[config.mk]
export PLATFORM = sky130hd
export DESIGN_NAME = uart_rx_os
export DESIGN_NICKNAME = d
export VERILOG_FILES = /design/src/rtl/uart_pkg.sv /design/src/rtl/uart_os_tick.sv /design/src/rtl/uart_rx_os.sv
export SDC_FILE = /design/constraint.sdc
export NUM_CORES = 1
export LEC_CHECK = 0
export CAP_MARGIN = 30
export CORE_MARGIN = 2
export CORE_UTILIZATION = 35
export CTS_BUF_LIST = sky130_fd_sc_hd__clkbuf_4
export CTS_CLUSTER_DIAMETER = 100
export DETAILED_ROUTE_END_ITERATION = 8
export HOLD_SLACK_MARGIN = 0.15
export PLACE_DENSITY = 0.57
export SLEW_MARGIN = 20
export SYNTH_ARGS = -nofsm -noshare
export SYNTH_HDL_FRONTEND = slang
export SYNTH_SLANG_ARGS = --single-unit
[constraint.sdc]
create_clock -name CLK100MHZ -period 3.2 [get_ports CLK100MHZ]
set_input_delay 0.32 -clock CLK100MHZ [delete_from_list [all_inputs] [get_ports CLK100MHZ]]
set_output_delay 0.32 -clock CLK100MHZ [all_outputs]
set_load 0.005 [all_outputs]
[src/rtl/uart_pkg.sv]
// Shared constants and types for the oversampling UART receiver/transmitter pair.
package uart_pkg;

  typedef enum logic [2:0] {
    IDLE   = 3'd0,
    START  = 3'd1,
    DATA   = 3'd2,
    PARITY = 3'd3,
    STOP   = 3'd4
  } uart_state_e;

  localparam int unsigned OVERSAMPLE   = 16;
  localparam int unsigned DEF_CLK_FREQ = 100_000_000;
  localparam int unsigned DEF_BAUD     = 115_200;

  // Mid-bit sample indices used for the three-way vote
  localparam logic [3:0] SAMPLE_A    = 4'd7;
  localparam logic [3:0] SAMPLE_B    = 4'd8;
  localparam logic [3:0] SAMPLE_C    = 4'd9;
  localparam logic [3:0] SAMPLE_LAST = 4'd15;

  function automatic logic majority3(input logic a, input logic b, input logic c);
    return (a & b) | (a & c) | (b & c);
  endfunction

endpackage

[src/rtl/uart_os_tick.sv]
// Oversample tick divider: one-cycle tick every TICK_DIV clocks, synchronous clear re-phases it.
module uart_os_tick #(
  parameter int unsigned TICK_DIV = 54
) (
  input  logic clk_i,
  input  logic rst_ni,
  input  logic clr_i,
  output logic tick_o
);

  localparam int unsigned CW = (TICK_DIV > 1) ? $clog2(TICK_DIV) : 1;
  localparam logic [CW-1:0] CntLast = CW'(TICK_DIV - 1);

  logic [CW-1:0] cnt_q, cnt_d;

  always_comb begin
    cnt_d  = cnt_q + CW'(1);
    tick_o = 1'b0;
    if (clr_i) begin
      cnt_d = '0;
    end else if (cnt_q == CntLast) begin
      cnt_d  = '0;
      tick_o = 1'b1;
    end
  end

  always_ff @(posedge clk_i or negedge rst_ni) begin
    if (!rst_ni) cnt_q <= '0;
    else         cnt_q <= cnt_d;
  end

endmodule

[src/rtl/uart_rx_os.sv]
// 16x-oversampling UART receiver with start validation, 3-sample voting and framing check.
// Define UART_RX_PARITY_EN to add an even-parity bit between data and stop.
module uart_rx_os
  import uart_pkg::*;
#(
  parameter int unsigned DATA_BITS = 8,
  parameter int unsigned CLK_FREQ  = DEF_CLK_FREQ,
  parameter int unsigned BAUD      = DEF_BAUD
) (
  input  logic                 CLK100MHZ,
  input  logic                 reset,
  input  logic                 isRx,
  input  logic                 RXD,
  output logic [DATA_BITS-1:0] data,
  output logic                 done,
  output logic                 frame_err,
  output logic                 parity_err,
  output logic                 busy
);

  localparam int unsigned TICK_DIV = CLK_FREQ / (BAUD * OVERSAMPLE);
  localparam int unsigned BW       = (DATA_BITS > 1) ? $clog2(DATA_BITS) : 1;
  localparam logic [BW-1:0] BitLast = BW'(DATA_BITS - 1);

  logic rx_meta_q, rxs_q, rxs_prev_q;
  uart_state_e state_q, state_d;
  logic [3:0] s_q, s_d;
  logic [BW-1:0] b_q, b_d;
  logic [1:0] votes_q, votes_d;
  logic [DATA_BITS-1:0] shift_q, shift_d, data_q, data_d;
  logic done_q, done_d, ferr_q, ferr_d;
  logic tick, start_edge, voted, at_mid, at_end;
`ifdef UART_RX_PARITY_EN
  logic par_bad_q, par_bad_d, perr_q, perr_d;
`endif

  assign start_edge = (state_q == IDLE) & isRx & rxs_prev_q & ~rxs_q;
  assign voted      = majority3(votes_q[0], votes_q[1], rxs_q);
  assign at_mid     = tick & (s_q == SAMPLE_C);
  assign at_end     = tick & (s_q == SAMPLE_LAST);

  uart_os_tick #(
    .TICK_DIV(TICK_DIV)
  ) u_tick (
    .clk_i (CLK100MHZ),
    .rst_ni(reset),
    .clr_i (start_edge),
    .tick_o(tick)
  );

  always_comb begin
    state_d = state_q;
    s_d     = tick ? s_q + 4'd1 : s_q;
    b_d     = b_q;
    votes_d = votes_q;
    shift_d = shift_q;
    data_d  = data_q;
    done_d  = 1'b0;
    ferr_d  = 1'b0;
`ifdef UART_RX_PARITY_EN
    par_bad_d = par_bad_q;
    perr_d    = 1'b0;
`endif
    if (tick && s_q == SAMPLE_A) votes_d[0] = rxs_q;
    if (tick && s_q == SAMPLE_B) votes_d[1] = rxs_q;

    unique case (state_q)
      IDLE: begin
        s_d = '0;
        if (start_edge) state_d = START;
      end
      START: begin
        // A start bit that votes high was only a glitch on the idle line
        if (at_mid && voted) state_d = IDLE;
        else if (at_end) begin
          state_d = DATA;
          b_d     = '0;
        end
      end
      DATA: begin
        if (at_mid) shift_d = {voted, shift_q[DATA_BITS-1:1]};
        if (at_end) begin
          if (b_q == BitLast) begin
`ifdef UART_RX_PARITY_EN
            state_d = PARITY;
`else
            state_d = STOP;
`endif
          end else begin
            b_d = b_q + BW'(1);
          end
        end
      end
`ifdef UART_RX_PARITY_EN
      PARITY: begin
        if (at_mid) par_bad_d = (^shift_q) ^ voted;
        if (at_end) state_d = STOP;
      end
`endif
      STOP: begin
        // Leave at mid-stop so a start edge right after the stop bit is caught
        if (at_mid) begin
          state_d = IDLE;
          if (!voted) ferr_d = 1'b1;
`ifdef UART_RX_PARITY_EN
          else if (par_bad_q) perr_d = 1'b1;
`endif
          else begin
            done_d = 1'b1;
            data_d = shift_q;
          end
        end
      end
      default: state_d = IDLE;
    endcase

    if (state_q != IDLE && !isRx) begin
      state_d = IDLE;
      data_d  = data_q;
      done_d  = 1'b0;
      ferr_d  = 1'b0;
`ifdef UART_RX_PARITY_EN
      perr_d  = 1'b0;
`endif
    end
  end

  always_ff @(posedge CLK100MHZ or negedge reset) begin
    if (!reset) begin
      rx_meta_q  <= 1'b1;
      rxs_q      <= 1'b1;
      rxs_prev_q <= 1'b1;
      state_q    <= IDLE;
      s_q        <= '0;
      b_q        <= '0;
      votes_q    <= '0;
      shift_q    <= '0;
      data_q     <= '0;
      done_q     <= 1'b0;
      ferr_q     <= 1'b0;
`ifdef UART_RX_PARITY_EN
      par_bad_q  <= 1'b0;
      perr_q     <= 1'b0;
`endif
    end else begin
      rx_meta_q  <= RXD;
      rxs_q      <= rx_meta_q;
      rxs_prev_q <= rxs_q;
      state_q    <= state_d;
      s_q        <= s_d;
      b_q        <= b_d;
      votes_q    <= votes_d;
      shift_q    <= shift_d;
      data_q     <= data_d;
      done_q     <= done_d;
      ferr_q     <= ferr_d;
`ifdef UART_RX_PARITY_EN
      par_bad_q  <= par_bad_d;
      perr_q     <= perr_d;
`endif
    end
  end

  assign data      = data_q;
  assign done      = done_q;
  assign frame_err = ferr_q;
  assign busy      = (state_q != IDLE);
`ifdef UART_RX_PARITY_EN
  assign parity_err = perr_q;
`else
  assign parity_err = 1'b0;
`endif

endmodule
## After elaboration in Yosys (flattened, before gate mapping)

Index checks and enable logic that the tools add are counted.

- Latch bits: 0
- Output and inout bits: 12
- Memories kept: 0
- Input port bits: 4
- Bits in read-only memories: 0
- Register bits after elaboration: 39
- Bits in writable memories: 0

- Magnitude comparators: 0
- Bitwise operators: 12
- Reduce and logical (&&, ||, !) cells: 13
- Shifts and indexed selects: 0
- Multiply operators: 0
- $add $sub $neg: 3
- Divide/modulo/power cells: 0
- Multiplexer cells: 27
- Eq/ne operators: 18

Operators with widths:

| operator | count |
|---|---|
| $mux W3 | 11 |
| $eq A4 B4 Y1 const B | 3 |
| $mux W6 | 2 |
| $pmux W3 S4 | 1 |
| $mux W1 | 10 |
| $reduce_and A5 Y1 | 2 |
| $ne A3 B3 Y1 const B | 3 |
| $and A1 B1 Y1 | 8 |
| $mux W4 | 2 |
| $ne A2 B2 Y1 const B | 4 |
| $add A6 B1 Y6 const B | 1 |
| $eq A3 B3 Y1 const B | 2 |
| $eq A6 B6 Y1 const B | 1 |
| $pmux W3 S2 | 1 |
| $add A4 B1 Y4 const B | 1 |
| $eq A4 B3 Y1 const B | 1 |
| $logic_and A1 B1 Y1 | 4 |
| $ne A4 B4 Y1 const B | 1 |
| $reduce_and A4 Y1 | 1 |
| $reduce_bool A2 Y1 | 2 |
| $add A3 B1 Y3 const B | 1 |
| $eq A3 B1 Y1 const B | 1 |
| $eq A3 B2 Y1 const B | 1 |
| $logic_not A3 Y1 | 1 |
| 6 further kinds | 8 |

## Logic depth before layout (Yosys ltp)

Gate-level depths: netlist (run 1).

- Depth after elaboration: 10
- Mapped depth: 7
- Depth with buffers taken out: 6

## Hierarchy

Synthesis (run 1) repeated with hierarchy kept, for this count alone.

- Cell total of the unflattened synthesis: 135
- Area total of the unflattened synthesis: 1,793.0 µm²

Modules (own cells, without submodules):

| module | cells each | area each (µm²) | times used | sequential area each (µm²) |
|---|---|---|---|---|
| uart_rx_os | 108 | 1,500.2 | 1 | 829.5 |
| uart_os_tick | 27 | 292.8 | 1 | 150.1 |

## Least setup slack after synthesis (run 1)

No wires, ideal clock.

- Path kind: register to register
- From: register u_tick.cnt_q[1]
- To: register data_q[0], in the netlist data[0]
- Path buffers: 1
- Cell stages (with the launch flop): 8
- Path slack: 1.299 ns
- Clock period less this slack: 1.901 ns
- Arrival time: 1.776 ns
- Path through: dfrtp_1 -> inv_1 -> ha_1 -> nor2b_1 -> nand2_1 -> buf_6 -> nor4_4 -> mux2_2

- Longest elaborated chain between the ends: 5

Ends and longest elaborated chain:

| item | line | source |
|---|---|---|
| start: declaration | uart_os_tick.sv:14 | `logic [CW-1:0] cnt_q, cnt_d;` |
| start signal: assignment | uart_os_tick.sv:29 | `else cnt_q <= cnt_d;` |
| $eq A6 B6 Y1 | uart_os_tick.sv:21 | `end else if (cnt_q == CntLast) begin` |
| $mux W1 | uart_os_tick.sv:21 |  |
| $mux W1 | uart_os_tick.sv:19 | `if (clr_i) begin` |
| $and A1 B1 Y1 | uart_rx_os.sv:39 | `assign at_mid = tick & (s_q == SAMPLE_C);` |
| $reduce_and A4 Y1 (no source line) | -- |  |
| end signal: assignment | uart_rx_os.sv:154 | `data_q <= data_d;` |
| end: declaration | uart_rx_os.sv:30 | `logic [DATA_BITS-1:0] shift_q, shift_d, data_q, data_d;` |

No other way between the ends.
A chain may end at the register's enable or synchronous reset.

## Worst setup path after layout (run 1)

- From: register u_tick.cnt_q[1]
- To: register shift_q[3]

- Longest elaborated chain between the ends: 5

Ends and longest elaborated chain:

| item | line | source |
|---|---|---|
| $eq A6 B6 Y1 | uart_os_tick.sv:21 |  |
| $mux W1 | uart_os_tick.sv:21 |  |
| $mux W1 | uart_os_tick.sv:19 |  |
| $and A1 B1 Y1 | uart_rx_os.sv:39 |  |
| $reduce_and A2 Y1 (no source line) | -- |  |
| end signal: assignment | uart_rx_os.sv:153 | `shift_q <= shift_d;` |
| end: declaration | uart_rx_os.sv:30 |  |

No other way between the ends.

==> metrics.csv, run 1 <==
metric,value,unit
p_switching,247,uW
die_h,75.3,um
rows,25,
clk_path_buf_depth,2,
crit_type,reg2reg,
avgSynthCellArea,12.3,um2
synth_area,1780,um2
synth_top_area_share,0.507,
dp_hpwl,2130,um
final_core_util,0.425,
hold_path_class,in2async,
tightest_slew,0.851,ns
seq_area_frac_synth,0.551,
ys_ff_latch,39,
synth_largest_area_cell,dfrtp_1,
tritoncts,done,
cts_sinks,39,
yosysUniqueCellTypes,38,
worst_setup_path_end_kind,flop,
dieArea,5670,um2
coreArea,4820,um2
crit_end,shift_q[3],
grt_pass1_vias,1157,
grt_overflow_total,0,
rrSetupSlack,0.85,ns
nets,174,
internal-power,665,uW
synth_warnings,0,
fin_setup_tns,0,ns
cts_root_buf,clkbuf_4,
finClkSkew,0.00994,ns
peakVddDrop,0.161,mV
syn-num-nets,155,
rsz0062_at_grt,no,
pwr-share-clk,0.280,
routabilityCongestion,0.835,
port-buffer-count,14,
worstReg2RegStart,u_tick.cnt_q[1],
crit_chain,inv_1 -> ha_1 -> nor2b_1 -> nand2_1 -> or4_1 -> mux2_2,
post_cts.repair.setup_buffers,0,
drc,0,
fin_crit_sh,0.733,
rr_worst_depth,6,
setup_viol,0,
crit_fanout,11,
fillers,463,
io_pins,16,
path_clk_slew,0.12,ns
switching_share,0.271,
multi_input_area,748,um2
viasPerCell,4.88,
hold_viol_final,0,
worstReg2RegEnd,shift_q[3],
grt_usage,0.124,
clock.fmax,426,MHz
crit_start,u_tick.cnt_q[1],
sequentialPowerShare,0.615,
hold_buffers,1,
p_leak,0.950,nW
crit_arrival,2.59,ns
clock_latency,0.34,ns
cts_buffers,5,
slew_violations,0,
num_vias,1128,
drt_iter0_markers,70,
grt_pass1_wl,5220,um
cp-start-kind,flop,
grt_max_degree,40,
fp.dieW,75.3,um
final-seq-area,980,um2
cap_violations,0,
power_density,445,nW/um2
synth_cells,144,
outcome,"complete, no violations",
drt-total-wl,3000,um
relSlewSlack,0.430,
crit_path_max_incr_delay,0.80,ns
cp_slowest_cell,or4_1,
detail_route.wl_per_cell,13.0,um
grt_antenna_before_repair,0,
required,3.44,ns
synth_area_leaders,"dfrtp_1 (51%), mux2_2 (12%), ha_1 (4.9%)",
antenna_cells,0,
start_util,0.369,
combPwrFrac,0.105,
ctsResizeCount,0,
drive_above_1_share,0.213,
drtPass1Iterations,4,
fin_crit,2.35,ns
area_delta_synth_final,15.3,%
h-tree-depth,2,
ant_nets,0,
-- power by group through the flow --
stage               combinational (mW)  sequential (mW)  clock (mW)
finish                          0.0957            0.561       0.255
global route                     0.114            0.567       0.283
CTS                             0.0947            0.562       0.267
detailed placement              0.0929            0.571           0
global placement                0.0896            0.569           0
floorplan                       0.0681            0.562           0
-- registers in the layout, summed over array words and instances, names as in the netlist --
name,flops
shift_q,8
b_q,3
frame_err,1
u_tick.cnt_q,6
rx_meta_q,1
s_q,4
rxs_q,1
votes_q,2
rxs_prev_q,1
data,8
state_q,3
done,1
-- how the worst min path moves through the flow --
stage                   start         endpoint  slack [ns]  depth (start not counted)
detailed placement  rx_meta_q            rxs_q        0.35                          0
global route            reset  u_tick.cnt_q[5]        0.35                          2
floorplan               reset           b_q[0]        0.02                          0
finish                  reset  u_tick.cnt_q[2]        0.35                          2
CTS                       RXD        rx_meta_q        0.36                          1
global placement    rx_meta_q            rxs_q        0.35                          0
-- critical path: cells and delay by family (launching register included) --
kind / cells / cell delay (ns)
multiplexers: 1 / 0.34
AND/OR/NAND/NOR: 3 / 1.28
flip-flops: 1 / 0.41
adder cells (fa/ha/maj): 1 / 0.15
buffers and inverters: 1 / 0.06
-- per-stage QoR --
stage,cells,instance area [um2],hold WS [ns],worst slack [ns],total power [mW]
after floorplan,144,1780,0.0244,1.30,0.630
after global placement,221,1960,0.347,0.847,0.659
after CTS,230,2030,0.364,0.863,0.923
final,231,2050,0.346,0.853,0.912
after global routing,231,2050,0.351,0.703,0.965
after detailed placement,221,1960,0.347,0.806,0.664
-- cells by family after synthesis --
| kind of cell | after synthesis | synth area share |
|---|---|---|
| AOI/OAI and AO/OA | 12 | 0.0457 |
| xor gates and xnor gates | 6 | 0.0296 |
| adders and majority gates | 8 | 0.0549 |
| buffers and inverters | 8 | 0.0281 |
| DFF | 39 | 0.551 |
| muxes | 20 | 0.126 |
| other | 1 | 0.00211 |
| and+or+nand+nor | 50 | 0.163 |
-- metal layers --
layer | wire (um) | track usage | vias up
met5 | 0 | 0 | -
met4 | 27 | 0.0390 | 0
met3 | 128 | 0.0509 | 4
met2 | 1480 | 0.195 | 20
met1 | 1370 | 0.157 | 560
li1 | - | - | 544
-- cell usage in the layout, fill, tap and decap left out, types with 2 or more instances in the layout --
master	instances
a21boi_0	2
a21o_1	3
a21oi_1	3
clkbuf_4	6
clkdlybuf4s50_1	13
dfrtp_1	36
dfstp_2	3
ha_1	7
inv_1	4
mux2_2	19
nand2_1	7
nand2b_1	4
nand3_1	5
nand4_1	3
nor2_1	12
nor2b_1	2
nor3_1	4
nor4b_1	2
or4_1	2
xnor2_1	3
xor2_1	3
-- Yosys cell counts --
master	n
nor2_1	12
or4_1	2
xor2_1	3
a21o_1	3
o21ai_0	1
and3_1	1
ha_1	7
a21oi_1	3
dfrtp_1	36
nand4_1	3
nor4_4	1
o31ai_1	1
or3b_2	1
nor3_1	4
nor2b_1	2
buf_4	1
a211oi_1	1
inv_1	4
conb_1	1
nand4b_1	1
nand2_1	7
o41ai_1	1
xnor2_1	3
nor2b_2	1
a21boi_0	2
nand3_1	5
nand2b_1	4
maj3_1	1
nand3b_1	1
buf_2	1
and2_1	1
buf_6	2
dfstp_2	3
nor4b_1	2
nor3b_1	1
mux2i_1	1
and3b_1	1
mux2_2	19
-- cell type report --
type / instances / share of cell area
inverters: 4 / 0.00733
clock inverters: 2 / 0.00610
flip-flops and latches: 39 / 0.478
multi-input cells: 97 / 0.365
well taps: 67 / 0.0409
clock buffers: 6 / 0.0220
repair buffers: 16 / 0.0806
(Power assumes the default switching activity.)
==> run 2: changes to the inputs <==
- PLACE_DENSITY: 0.57 -> 0.59
- clock period: 3.2 -> 2 ns (I/O delays scaled with it)
==> metrics.csv, run 2 (synthesized netlist as in run 1, its figures left out) <==
metric,value,unit,change
cap_violations,0,,unchanged
drt-total-wl,3010,um,+0.23%
rows,25,,unchanged
grt_usage,0.123,,-0.000771
dp.cells,230,,+4.1%
clock.fmax,527,MHz,+24%
hold_path_class,in2async,,
path_clk_slew,0.12,ns,about the same
layout_commonest_cell,dfrtp_1,,
p_leak,1.00,nW,+5.4%
h-tree-depth,2,,unchanged
routabilityCongestion,0.776,,-7.1%
finClkSkew,0.0152,ns,+0.00526 ns
crit_arrival,2.12,ns,-0.47 ns
grt_pass1_vias,1211,,+4.7%
area_delta_synth_final,20.2,%,
dp_hpwl,2180,um,+2.2%
worst_setup_path_end_kind,flop,,
grt_antenna_before_repair,0,,unchanged
grt_max_degree,40,,unchanged
fin_crit_sh,0.949,,+0.215
slew_violations,0,,unchanged
outcome,"complete, no violations",,
drt_iter0_markers,97,,+39%
drc,0,,unchanged
port-buffer-count,14,,unchanged
grt_pass1_wl,5250,um,+0.65%
final_cell_mix,"dfrtp_1 (36), mux2_2 (19), clkdlybuf4s50_1 (13)",,
peakVddDrop,0.316,mV,+96%
grt_overflow_total,0,,unchanged
setup_viol,0,,unchanged
crit_fanout,9,,-2
required,2.22,ns,-1.22 ns
num_vias,1158,,+2.7%
crit_type,reg2reg,,
ant_nets,0,,unchanged
io_pins,16,,unchanged
die_h,75.3,um,unchanged
antenna_cells,0,,unchanged
finalNonFillerCells,241,,+4.3%
rr_worst_depth,8,,+2
cp-start-kind,flop,,
fillers,459,,-0.86%
viasPerCell,4.80,,-1.6%
cts_sinks,39,,unchanged
power_density,691,nW/um2,+55%
tritoncts,done,,
dieArea,5670,um2,unchanged
fp.dieW,75.3,um,unchanged
coreArea,4820,um2,unchanged
finalPower,1.48,mW,+62%
fin_crit,1.90,ns,-0.449 ns
worstReg2RegStart,u_tick.cnt_q[1],,
rrSetupSlack,0.10,ns,-0.75 ns
cts_root_buf,clkbuf_4,,
worstReg2RegEnd,votes_q[1],,
cts_buffers,5,,unchanged
final_core_util,0.444,,+0.0182
hold_viol_final,0,,unchanged
drtPass1Iterations,4,,unchanged
start_util,0.369,,unchanged
nets,184,,+5.7%
drive_above_1_share,0.276,,+0.0624
clock_latency,0.34,ns,about the same
detail_route.wl_per_cell,12.5,um,-3.9%
clk_path_buf_depth,2,,unchanged
-- run 2: cell types whose count changed in the layout (fill, tap and decap cells not counted), sizes merged --
cell and change:
buf +10
-- run 2: layout make-up --
class	instances	area [um2]	share of cell area
Clock buffer	6	45.0	0.0211
Clock inverter	2	12.5	0.00585
Inverter	4	15.0	0.00703
Multi-Input combinational cell	97	757	0.354
Sequential cell	39	980	0.458
Tap cell	67	83.8	0.0392
Timing Repair Buffer	26	244	0.114
-- run 2: critical path, cell delays in order, from the launching register on --
cell and delay, ns:
dfrtp_1 0.41, inv_1 0.06, ha_1 0.14, nor2b_2 0.15, nand2_1 0.07, buf_4 0.14
buf_4 0.16, nor3_1 0.28, mux2_2 0.37
-- run 2: power breakdown --
group | internal [mW] | switching, mW
Combinational | 0.0910 | 0.0836
Sequential | 0.841 | 0.0580
Clock | 0.149 | 0.252
Total | 1.08 | 0.394
-- run 2: how the worst max path moves through the flow --
stage,slack [ns],startpoint,depth (start not counted),end
detailed placement,0.06,isRx,6,data[4]
global placement,0.07,isRx,6,data[3]
global route,-0.0009,u_tick.cnt_q[1],7,shift_q[5]
floorplan,0.1,u_tick.cnt_q[1],7,data[0]
finish,0.10,u_tick.cnt_q[1],8,votes_q[1]
CTS,0.07,u_tick.cnt_q[1],7,shift_q[5]
-- run 2: metrics by stage --
stage	hold WS, ns	setup WS (ns)	setup TNS (ns)	cell area [um2]
6_report	0.232	0.103	0	2140
3_3_place_gp	0.346	0.0724	0	2030
4_1_cts	0.254	0.0658	0	2100
2_1_floorplan	-0.0956	0.0992	0	1780
5_1_grt	0.244	-0.000929	-0.000929	2140
3_5_place_dp	0.349	0.0569	0	2030
-- run 2: timing repair --
item / 4_1_cts / 5_1_grt
setup buffers: 0 / 1
hold buffers: 1 / 0
resized for setup: 0 / 4
endpoints found under the hold margin: 36 / 0
endpoints found under the setup margin: 0 / 14
-- run 2: per-layer routing --
metal / routed length [um] / share of wire / up-vias / global-route usage
li1: - / - / 554 / -
met2: 1480 / 0.49 / 20 / 0.205
met3: 119 / 0.040 / 5 / 0.0254
met1: 1340 / 0.45 / 579 / 0.151
met4: 63 / 0.021 / 0 / 0.0643
met5: 0 / 0 / - / 0
==> run 3: changes to the inputs <==
- CORE_UTILIZATION: 35 -> 50
- CTS_BUF_LIST: sky130_fd_sc_hd__clkbuf_4 -> unset
- PLACE_DENSITY: 0.59 -> 0.78
==> metrics.csv, run 3 (synthesized netlist as in run 1, its figures left out) <==
metric,value,unit,change
outcome,"complete, no violations",,
cap_violations,0,,unchanged
crit_buf_inv,3,,unchanged
grt_overflow_total,0,,unchanged
coreArea,3360,um2,-30%
wl_met3,97,um,-18%
io_pins,16,,unchanged
cp_slowest_cell,dfrtp_1,,
tightest_slew,0.817,ns,
wl_met1,1400,um,+4.2%
fin_crit,1.93,ns,+0.0331 ns
crit_type,reg2reg,,
grt_max_degree,40,,unchanged
dieArea,4050,um2,-29%
required,2.24,ns,+0.02 ns
crit_path_max_incr_delay,0.39,ns,-0.02 ns
drc,0,,unchanged
top_layer_used,met4,,
drt-total-wl,3120,um,+3.8%
cts_sinks,39,,unchanged
peakVddDrop,0.466,mV,+48%
drive_above_1_share,0.294,,+0.0179
fp.dieW,63.6,um,-15%
whs_path_depth,1,,
final_core_util,0.634,,+0.190
drt_iter0_markers,39,,-60%
p_leak,1.01,nW,+1.2%
crit_chain,inv_1 -> ha_2 -> nor2b_4 -> nand2_2 -> buf_6 -> nor4_4 -> buf_4 -> mux2_2,,
pre_cts_slack,-0.0590,ns,-0.116 ns
layout_commonest_cell,dfrtp_1,,
path_clk_slew,0.11,ns,about the same
nets,187,,+1.6%
worst_setup_path_end_kind,flop,,
routabilityCongestion,0.775,,-0.17%
num_vias,1189,,+2.7%
clock.fmax,518,MHz,-1.7%
start_util,0.529,,+0.160
die_h,63.6,um,-15%
hold_path_class,in2reg,,
grt_pass1_wl,5590,um,+6.5%
grt_antenna_before_repair,0,,unchanged
grt_pass1_vias,1247,,+3.0%
fin_crit_sh,0.965,,+0.0166
cts_buffers,5,,unchanged
clk_path_buf_depth,2,,unchanged
area_delta_synth_final,19.9,%,
dp_hpwl,2250,um,+3.6%
tritoncts,done,,
worstReg2RegStart,u_tick.cnt_q[1],,
ant_nets,0,,unchanged
crit_family,simple AND/OR/NAND/NOR gates,,
power_density,702,nW/um2,+1.7%
h-tree-depth,2,,unchanged
setup_viol,0,,unchanged
grt_usage,0.181,,+0.0579
min-delay-start,RXD,,
min_to,rx_meta_q,,
slew_violations,0,,unchanged
final_cell_mix,"dfrtp_1 (36), mux2_2 (19), clkdlybuf4s50_1 (13)",,
crit_fanout,10,,+1
drtPass1Iterations,4,,unchanged
worstReg2RegEnd,data[3],,
finClkSkew,0.00473,ns,-0.0105 ns
crit_arrival,2.17,ns,+0.05 ns
cp-start-kind,flop,,
fillers,285,,-38%
rrSetupSlack,0.07,ns,-0.03 ns
rr_worst_depth,8,,unchanged
cts_root_buf,clkbuf_4,,
viasPerCell,5.33,,+11%
detail_route.wl_per_cell,14.0,um,+12%
antenna_cells,0,,unchanged
clock_latency,0.34,ns,about the same
hold_viol_final,0,,unchanged
rows,21,,-16%
relSlewSlack,0.455,,
fin_ws,0.0699,ns,-0.0331 ns
port-buffer-count,14,,unchanged
crit_start,u_tick.cnt_q[1],,
wl_met2,1590,um,+7.4%
[run 3: changes by cell type in the layout (fill, tap and decap cells not counted), sizes merged]
cell  before  now
buf       12   15
[run 3: layer usage]
metal	global-route usage	vias to the layer above
li1	-	574
met1	0.226	593
met2	0.297	19
met3	0.0589	3
met4	0.0598	0
met5	0	-
[run 3: worst max path at each step]
stage                 end  slack (ns)  cells after the start
2_1_floorplan     data[0]         0.1                      7
3_3_place_gp   shift_q[2]        0.04                      6
3_5_place_dp   shift_q[5]       -0.06                      6
4_1_cts           data[3]        0.04                      8
5_1_grt           data[5]      -0.002                      8
6_report          data[3]        0.07                      8
[run 3: stage by stage]
stage / cell area, um2 / setup TNS (ns) / total power, mW / hold WS (ns) / cells
after floorplan: 1780 / 0 / 1.01 / -0.0956 / 144
after global routing: 2130 / -0.00161 / 1.59 / 0.219 / 223
final: 2130 / 0 / 1.50 / 0.248 / 223
after global placement: 2010 / 0 / 1.07 / 0.341 / 210
after CTS: 2100 / 0 / 1.49 / 0.231 / 222
after detailed placement: 2010 / -0.419 / 1.09 / 0.350 / 210
[run 3: final cells by class]
class	count	area, um2	area share
Sequential cell	39	980	0.460
Multi-Input combinational cell	97	768	0.360
Timing Repair Buffer	29	258	0.121
Tap cell	46	57.6	0.0270
Clock buffer	6	41.3	0.0194
Inverter	4	15.0	0.00704
Clock inverter	2	12.5	0.00587
[run 3: timing repair]
action,CTS,global route
cloned,1,0
hold buffers,1,0
hold endpoints to repair,36,0
pin swaps,1,1
buffers inserted,2,1
endpoints found under the setup margin,16,9
resized for setup,3,6
[run 3: where the power goes]
part           switching [mW]  internal (mW)  total [mW]
combinational           0.108          0.105       0.212
sequential             0.0573          0.841       0.898
clock                   0.251          0.136       0.387
